<file path="src/rtl/serial_subtractor.sv">
// -----------------------------------------------------------------------------
// serial_subtractor
//   Multi-cycle two's-complement subtractor: d = a - b - bin (mod 2^WIDTH),
//   with borrow-out bout = 1 iff a < b + bin (unsigned).
//   DIGIT bits are processed per clock, starting from the LSB, so a result is
//   ready WIDTH/DIGIT cycles after the operands are accepted.
//   Valid/ready handshake on both sides; no overlap of output and input
//   handshakes (in_ready stays low while a result is waiting).
//
//   Optional feature macro: SUB_OVF_EN
//     defined   -> adds output port ovf (signed overflow, registered with d)
//     undefined -> ovf port and its logic are absent
//
//   Parameters: WIDTH (operand width), DIGIT (bits per cycle, must divide
//   WIDTH exactly, 1 <= DIGIT <= WIDTH).
// -----------------------------------------------------------------------------
module serial_subtractor #(
   parameter int WIDTH = 8,
   parameter int DIGIT = 1
) (
   input  logic             clk,
   input  logic             rst_n,
   input  logic             in_valid,
   output logic             in_ready,
   input  logic [WIDTH-1:0] a,
   input  logic [WIDTH-1:0] b,
   input  logic             bin,
   output logic             out_valid,
   input  logic             out_ready,
   output logic [WIDTH-1:0] d,
   output logic             bout
`ifdef SUB_OVF_EN
   ,
   output logic             ovf
`endif
);

   // Number of digit steps per operation and the counter that tracks them.
   localparam int NDIG  = WIDTH / DIGIT;
   localparam int CNT_W = (NDIG > 1) ? $clog2(NDIG) : 1;
   localparam logic [CNT_W-1:0] CNT_LAST = CNT_W'(NDIG - 1);
   localparam logic [CNT_W-1:0] CNT_ONE  = CNT_W'(1);

   typedef enum logic [1:0] {
      ST_IDLE = 2'd0,
      ST_RUN  = 2'd1,
      ST_DONE = 2'd2
   } state_t;

   // One digit step: {borrow_out, difference} = x - y - borrow_in.
   // The extra top bit of the (DIGIT+1)-bit result is set exactly when the
   // true difference is negative, i.e. it is the borrow out of this digit.
   function automatic logic [DIGIT:0] digit_sub(
      input logic [DIGIT-1:0] x,
      input logic [DIGIT-1:0] y,
      input logic             brw_in
   );
      logic [DIGIT:0] res;
      res = {1'b0, x} - {1'b0, y} - {{DIGIT{1'b0}}, brw_in};
      return res;
   endfunction

   // Control state
   state_t           state_q,     state_d;
   logic             in_ready_q,  in_ready_d;
   logic             out_valid_q, out_valid_d;
   logic [CNT_W-1:0] cnt_q,       cnt_d;

   // Datapath state
   logic [WIDTH-1:0] a_sh_q,      a_sh_d;
   logic [WIDTH-1:0] b_sh_q,      b_sh_d;
   logic [WIDTH-1:0] res_q,       res_d;
   logic             borrow_q,    borrow_d;

   // Published result, only updated when entering DONE
   logic [WIDTH-1:0] d_q,         d_d;
   logic             bout_q,      bout_d;

`ifdef SUB_OVF_EN
   // Operand sign bits captured at accept time for the overflow flag
   logic             a_msb_q,     a_msb_d;
   logic             b_msb_q,     b_msb_d;
   logic             ovf_q,       ovf_d;
   logic             ovf_calc_s;
`endif

   // Digit-step datapath signals
   logic [DIGIT:0]   step_s;
   logic [DIGIT-1:0] dig_s;
   logic             brw_s;
   logic [WIDTH-1:0] res_shift_s;

   // Current digit difference and borrow from the low digit of the shifters.
   always_comb begin
      step_s = digit_sub(a_sh_q[DIGIT-1:0], b_sh_q[DIGIT-1:0], borrow_q);
      dig_s  = step_s[DIGIT-1:0];
      brw_s  = step_s[DIGIT];
   end

   // New digit enters the result register at the top; older digits move
   // down, so after NDIG steps the first digit sits at the LSB.
   generate
      if (DIGIT == WIDTH) begin : g_res_full
         // Single-step operation: the digit is the whole result.
         always_comb begin
            res_shift_s = dig_s;
         end
      end else begin : g_res_shift
         // Multi-step operation: shift previous digits right by one digit.
         always_comb begin
            res_shift_s = {dig_s, res_q[WIDTH-1:DIGIT]};
         end
      end
   endgenerate

`ifdef SUB_OVF_EN
   // Signed overflow: operands of different sign and result sign differs
   // from the minuend sign. Uses the MSB of the result being completed.
   always_comb begin
      ovf_calc_s = (a_msb_q != b_msb_q) && (res_shift_s[WIDTH-1] != a_msb_q);
   end
`endif

   // Next-state and next-output logic for the IDLE/RUN/DONE sequencer.
   always_comb begin
      state_d     = state_q;
      in_ready_d  = in_ready_q;
      out_valid_d = out_valid_q;
      cnt_d       = cnt_q;
      a_sh_d      = a_sh_q;
      b_sh_d      = b_sh_q;
      res_d       = res_q;
      borrow_d    = borrow_q;
      d_d         = d_q;
      bout_d      = bout_q;
`ifdef SUB_OVF_EN
      a_msb_d     = a_msb_q;
      b_msb_d     = b_msb_q;
      ovf_d       = ovf_q;
`endif

      case (state_q)
         ST_IDLE: begin
            if (in_valid && in_ready_q) begin
               // Capture operands; they need not stay valid after this edge.
               state_d     = ST_RUN;
               in_ready_d  = 1'b0;
               out_valid_d = 1'b0;
               a_sh_d      = a;
               b_sh_d      = b;
               borrow_d    = bin;
               res_d       = '0;
               cnt_d       = '0;
`ifdef SUB_OVF_EN
               a_msb_d     = a[WIDTH-1];
               b_msb_d     = b[WIDTH-1];
`endif
            end else begin
               state_d     = ST_IDLE;
               in_ready_d  = 1'b1;
               out_valid_d = 1'b0;
            end
         end

         ST_RUN: begin
            // One digit per cycle; d stays at the previous result meanwhile.
            a_sh_d   = a_sh_q >> DIGIT;
            b_sh_d   = b_sh_q >> DIGIT;
            res_d    = res_shift_s;
            borrow_d = brw_s;
            cnt_d    = cnt_q + CNT_ONE;
            if (cnt_q == CNT_LAST) begin
               state_d     = ST_DONE;
               out_valid_d = 1'b1;
               in_ready_d  = 1'b0;
               d_d         = res_shift_s;
               bout_d      = brw_s;
`ifdef SUB_OVF_EN
               ovf_d       = ovf_calc_s;
`endif
            end else begin
               state_d     = ST_RUN;
            end
         end

         ST_DONE: begin
            // Hold the result until the consumer takes it.
            if (out_ready) begin
               state_d     = ST_IDLE;
               out_valid_d = 1'b0;
               in_ready_d  = 1'b1;
            end else begin
               state_d     = ST_DONE;
               out_valid_d = 1'b1;
               in_ready_d  = 1'b0;
            end
         end

         default: begin
            // Unreachable encoding: recover to a clean idle state.
            state_d     = ST_IDLE;
            in_ready_d  = 1'b1;
            out_valid_d = 1'b0;
         end
      endcase
   end

   // State and datapath registers with asynchronous active-low reset.
   always_ff @(posedge clk or negedge rst_n) begin
      if (!rst_n) begin
         state_q     <= ST_IDLE;
         in_ready_q  <= 1'b1;
         out_valid_q <= 1'b0;
         cnt_q       <= '0;
         a_sh_q      <= '0;
         b_sh_q      <= '0;
         res_q       <= '0;
         borrow_q    <= 1'b0;
         d_q         <= '0;
         bout_q      <= 1'b0;
`ifdef SUB_OVF_EN
         a_msb_q     <= 1'b0;
         b_msb_q     <= 1'b0;
         ovf_q       <= 1'b0;
`endif
      end else begin
         state_q     <= state_d;
         in_ready_q  <= in_ready_d;
         out_valid_q <= out_valid_d;
         cnt_q       <= cnt_d;
         a_sh_q      <= a_sh_d;
         b_sh_q      <= b_sh_d;
         res_q       <= res_d;
         borrow_q    <= borrow_d;
         d_q         <= d_d;
         bout_q      <= bout_d;
`ifdef SUB_OVF_EN
         a_msb_q     <= a_msb_d;
         b_msb_q     <= b_msb_d;
         ovf_q       <= ovf_d;
`endif
      end
   end

   // All outputs come straight from registers.
   assign in_ready  = in_ready_q;
   assign out_valid = out_valid_q;
   assign d         = d_q;
   assign bout      = bout_q;
`ifdef SUB_OVF_EN
   assign ovf       = ovf_q;
`endif

endmodule
</file>
<file path="config.mk">
export PLATFORM = sky130hd
export DESIGN_NAME = serial_subtractor
export DESIGN_NICKNAME = d
export VERILOG_FILES = /design/src/rtl/serial_subtractor.sv
export SDC_FILE = /design/constraint.sdc
export NUM_CORES = 1
export LEC_CHECK = 0
export BUFFER_PORTS_ARGS = -buffer_cell sky130_fd_sc_hd__buf_2
export CAP_MARGIN = 0
export CORE_MARGIN = 1.5
export CORE_UTILIZATION = 30
export CTS_BUF_LIST = sky130_fd_sc_hd__clkbuf_16
export DETAILED_ROUTE_END_ITERATION = 8
export GPL_TIMING_DRIVEN = 0
export HOLD_SLACK_MARGIN = 0.15
export SETUP_SLACK_MARGIN = 0.4
export SLEW_MARGIN = 20
export SYNTH_ARGS = -nofsm -noshare
export SYNTH_HDL_FRONTEND = slang
export SYNTH_SLANG_ARGS = --single-unit
export TNS_END_PERCENT = 100
</file>
<file path="constraint.sdc">
create_clock -name clk -period 1.9 [get_ports clk]
set_input_delay 0.095 -clock clk [delete_from_list [all_inputs] [get_ports clk]]
set_output_delay 0.095 -clock clk [all_outputs]
set_load 0.005 [all_outputs]
</file>
Word-level counts from Yosys, hierarchy flattened --
Cells that the tools add are included.
Cells by class: $mul 0, eq/ne operators 5, order comparisons 0, shifts and indexed selects 0, div/mod/pow operators 0, add/subtract/negate cells 3, bitwise operators 0, reductions and logical operators 5, multiplexer cells 21
Operators with widths (count):
- $pmux W8 S2 | 3
- $mux W8 | 3
- $mux W1 | 7
- $pmux W2 S3 | 1
- $pmux W3 S2 | 1
- $mux W2 | 2
- $ne A2 B2 Y1 const B | 2
- $pmux W1 S2 | 2
- $reduce_and A2 Y1 | 2
- $add A3 B1 Y3 const B | 1
- $eq A3 B3 Y1 const B | 1
- $mux W3 | 1
- $pmux W1 S3 | 1
- $eq A2 B1 Y1 const B | 1
- $eq A2 B2 Y1 const B | 1
- $logic_not A2 Y1 | 1
- $reduce_bool A2 Y1 | 1
- $sub A1 B1 Y2 | 1
- $sub A2 B1 Y2 | 1
- $logic_and A1 B1 Y1 | 1
Storage, ports and cells: memory bits (read-only) 0, flip-flop bits (word level) 41, bits in writable memories 0, input port bits 21, logic and storage cells 44, memories kept 0, latch bits 0

Longest topological paths before layout --
depth in word-level cells 3, depth in mapped cells 7, mapped depth without buffers 5

Worst setup path before layout --
Ideal clock, no wire load.
path type register to register, start reg state_q[1], end reg a_sh_q[1], required time 1775 ps, cell stages (with the launch flop) 6, arrival time 1441 ps, setup slack 334 ps, library setup time 125 ps, clock period less this slack 1566 ps, cell sequence dfrtp_1 > inv_1 > ha_1 > buf_2 > mux2_2 > mux2_4
On the way: cells in the longest elaborated chain, start to end 3
RTL lines:
- start, declared | line 64 | state_t state_q, state_d;
- start signal, assigned | line 227 | state_q <= state_d;
- $eq A2 B1 Y1 / $logic_not A2 Y1 (equally long branches) | line 142 | case (state_q)
- $reduce_bool A2 Y1 (no source line) / $ne A2 B2 Y1 (equally long branches)
- $reduce_and A2 Y1 (no source line)
- end signal, assigned | line 231 | a_sh_q <= a_sh_d;
- end, declared | line 70 | logic [WIDTH-1:0] a_sh_q, a_sh_d;
Several ways; a longest one is shown, not always the timed one. A chain may end at the register's enable or synchronous reset.

Final worst setup path --
start reg state_q[1], end reg b_sh_q[6]
On the way: cells in the longest elaborated chain, start to end 3
RTL lines:
- $eq A2 B1 Y1 / $logic_not A2 Y1 (equally long branches) | line 142
- $reduce_bool A2 Y1 (no source line) / $ne A2 B2 Y1 (equally long branches)
- $reduce_and A2 Y1 (no source line)
- end signal, assigned | line 232 | b_sh_q <= b_sh_d;
- end, declared | line 71 | logic [WIDTH-1:0] b_sh_q, b_sh_d;
Several ways; a longest one is shown, not always the timed one.

==> summary.md <==
The flow ran to the end, and the final reports show no timing, DRC or antenna violations. Clock latency on the worst-skew pair, taken at its later pin, is 0.28 ns. The worst-case IR drop observed on VDD is 642.0 uV.

The clock net in this run drives a total of 40 sinks. At the pin with the least slew margin, the transition time is 0.8917 ns. The logs give 0.7051 for the final weighted congestion in routability-driven placement and 0 for the total DRC errors in the routed layout. Summed over all layers, the routed wires come to 3670 um. Routed length per instance: 14.22 um. The total clock buffers created by CTS is 5, and the number of pins with negative max-slew slack in the final report is 0.

At the placement stage, the worst setup path has a slack of 0.2763 ns. In this run the horizontal extent of the chip is 82.44 um. Cell taking the most area after synthesis: sky130_fd_sc_hd__dfrtp_1. The length of the first detailed-routing pass in iterations was 4; the number of fill cells was 578. Summed instance area of the synthesized netlist: 1893 sq um. The commonest register cell after synthesis was sky130_fd_sc_hd__dfrtp_1.

The tools report the count of different cell masters after synthesis as 31. The final worst setup slack is 0.3564 ns. Traced cell by cell, the critical path runs through inv_2 -> ha_4 -> buf_6 -> mux2_2 -> mux2_4. In the synthesized netlist, the number of instances is 130. In this run the standard cell core region covers 5991 sq um.

Using the TritonRoute via totals, the vias-per-cell ratio works out to 4.636. The synthesized design contains 0 enable-type register cells. Dominant delay contributor by cell family on the critical path: multiplexers.

The initial core utilization came out at 31.60%. The top cell type by area accounts for 51.55% of the synthesized area. The pin count of the biggest net entering global routing came out at 41. The die covers 6796 sq um. The H-tree generated during clock tree synthesis spans 2 levels. TritonCTS built the clock tree. In this run the worst hold path is classified as input port to register. The fmax is 647.8 MHz. The tools report the sum of overflow across all layers after global routing as 0. For the number of placement rows, the log shows 28.

Clock skew on the completed layout was measured at 0.008019 ns. The fraction of layout cells with a size suffix above 1 is 56.28%. Portion of the post-synthesis area used by sequential elements: 52.94%. For this run, the total global-route usage over all layers was measured as 11.78%. At the worst endpoint, the required time is 2.06 ns. The count of nets left with antenna violations once routing finished came out at 0.

The slowest stage of the critical path is the sky130_fd_sc_hd__dfrtp_1 cell. The run gives 40.56% as the max-slew headroom at the worst pin. After the first detailed-routing iteration, the DRC count stood at 71. For the final hold violation count, the log shows 0. After synthesis, the share of flip-flops with an asynchronous set or reset is 100.0%. The logs give 0 for the initial antenna violation count and 1,244 for the number of global-route vias before repair. The reg2reg setup slack came out at 0.36 ns. By count the netlist is led by sky130_fd_sc_hd__dfrtp_1 (39), sky130_fd_sc_hd__mux2_2 (28), sky130_fd_sc_hd__mux2_4 (9).

Yosys printed 0 warnings. The tools report the clock tree root buffer cell as sky130_fd_sc_hd__clkbuf_16. By area the synthesized netlist is led by sky130_fd_sc_hd__dfrtp_1 (52%), sky130_fd_sc_hd__mux2_2 (17%), sky130_fd_sc_hd__mux2_4 (7.1%), sky130_fd_sc_hd__ha_1 (4.0%), sky130_fd_sc_hd__a22o_1 (3.7%). The tools report the detailed placement HPWL as 2378 um. The worst setup path is launched from a register.

For the total of max-cap violations, the log shows 0. Among all cell types in the netlist, the one instantiated most often is sky130_fd_sc_hd__dfrtp_1. Setup violations remaining at the end of the flow were counted as 0.

In this run the worst path has a maximum fanout of 11. The tools report the diode insertion count for antenna repair as 0. The mean area per synthesized cell was 14.56 sq um.

Clock-pin slew was measured on the worst setup and hold paths at 0.06 ns. Setup repair after global routing could not meet its margin everywhere. In this run the power density over the cells is 1864 nW/um^2. The endpoint arrival time on the critical path was 1.70 ns; the first-pass GRT wire length was 5885 um. In this run the static leakage power is 1.190 nW.

From bottom edge to top edge, the die measures 82.44 um. The post-synthesis to final-layout area growth works out to 32.12%. The number of nets in the layout is 210.

The number of top-level pins was 32; the post-synthesis register bit count was 40. During placement, the flow inserted port buffers numbering 31. The worst setup path is of the register to register kind.

Counting along the longest clock path gives a buffer depth of 2. For the number of nets produced by synthesis, the log shows 158. The final critical path takes up 81.24% of the cycle.

Summing over every cut layer, the via total after detailed routing is 1,196. The delay of the slowest critical-path stage was 0.39 ns; the final sum of negative setup slack was 0 ns. The final critical path time including I/O delays and setup was 1.544 ns; the critical path buffer and inverter count was 2. The worst setup path is captured at a register.
==> registers in the layout, indices dropped and copies added (netlist names) <==
register,count
out_valid,1
d,8
b_sh_q,8
borrow_q,1
in_ready,1
state_q,2
bout,1
res_q,7
a_sh_q,8
cnt_q,3
==> final cells by class <==
class	instances	area (sq um)	share of cell area, %
Sequential cell	40	1003	40.12
Buffer	4	57.56	2.301
Tap cell	75	93.84	3.752
Multi-Input combinational cell	82	878.3	35.12
Clock buffer	5	125.1	5.002
Timing Repair Buffer	44	279.0	11.16
Clock inverter	3	42.54	1.701
Inverter	5	21.27	0.8504
==> metal layers <==
layer | global-route usage (%) | wire (um)
met1 | 16.26 | 1808
met2 | 17.24 | 1689
met3 | 2.857 | 100
met4 | 5.593 | 72
met5 | 0 | 0
==> cell families (layout without fill, tap and decap cells) <==
family	count (synthesis)	after routing	synth area share, %
buffers and inverters	9	61	3.304
multiplexers	40	40	25.38
flip-flops	40	40	52.94
AND/OR/NAND/NOR	12	12	3.437
AO/OA/AOI/OAI	22	23	9.915
adder cells (fa/ha/maj)	7	7	5.023
==> path summary, 6_finish.rpt <==
kind	depth (start not counted)	to	startpoint
min in group asynchronous	2	d[4]	rst_n
setup reg to reg	5	b_sh_q[6]	state_q[1]
max in group asynchronous	2	state_q[0]	rst_n
setup / recovery	5	b_sh_q[6]	state_q[1]
hold / removal	3	borrow_q	bin
hold reg to reg	2	d[7]	d[7]
==> stage by stage <==
step / area (sq um) / std cells / utilization, % / total power [W] / hold WS (ns)
after floorplan: 1928 / 130 / - / 0.003075 / -0.2006
after global placement: 2177 / 236 / 36.34 / 0.003488 / 0.2812
final: 2501 / 258 / 41.75 / 0.004663 / 0.1712
after CTS: 2471 / 257 / 41.25 / 0.004647 / 0.1665
after global routing: 2501 / 258 / 41.75 / 0.004962 / 0.1805
after detailed placement: 2177 / 236 / 36.34 / 0.003525 / 0.2729
==> worst register-to-register path, delay by kind of cell, from the launching register on <==
kind,cells,cell delay (ns)
flops,1,0.39
fa+ha+maj,1,0.17
mux,2,0.59
buf+inv,2,0.27
==> report_power, final <==
group	internal, W	switching (W)
Clock	0.000617	0.000337
Sequential	0.00126	0.000236
Combinational	0.00130	0.000913
==> timing repair <==
item	4_1_cts	5_1_grt
endpoints found under the hold margin	46	0
setup buffers	6	0
hold buffers	6	0
gates cloned	1	1
pin swaps	2	1
endpoints found under the setup margin	30	30
resized for setup	6	5
==> placed cells by master (no fill, tap or decap), types with 3 or more instances in the layout <==
| cell type | instances |
|---|---|
| sky130_fd_sc_hd__a22o_1 | 8 |
| sky130_fd_sc_hd__mux2i_1 | 3 |
| sky130_fd_sc_hd__buf_4 | 4 |
| sky130_fd_sc_hd__buf_2 | 31 |
| sky130_fd_sc_hd__buf_6 | 5 |
| sky130_fd_sc_hd__dfrtp_1 | 38 |
| sky130_fd_sc_hd__nand2_1 | 4 |
| sky130_fd_sc_hd__a21oi_1 | 3 |
| sky130_fd_sc_hd__mux2_2 | 28 |
| sky130_fd_sc_hd__dlygate4sd3_1 | 6 |
| sky130_fd_sc_hd__clkbuf_16 | 5 |
| sky130_fd_sc_hd__mux2_4 | 9 |
| sky130_fd_sc_hd__o21ai_0 | 3 |
| sky130_fd_sc_hd__ha_1 | 3 |
Power figures use the tool's default switching activity.
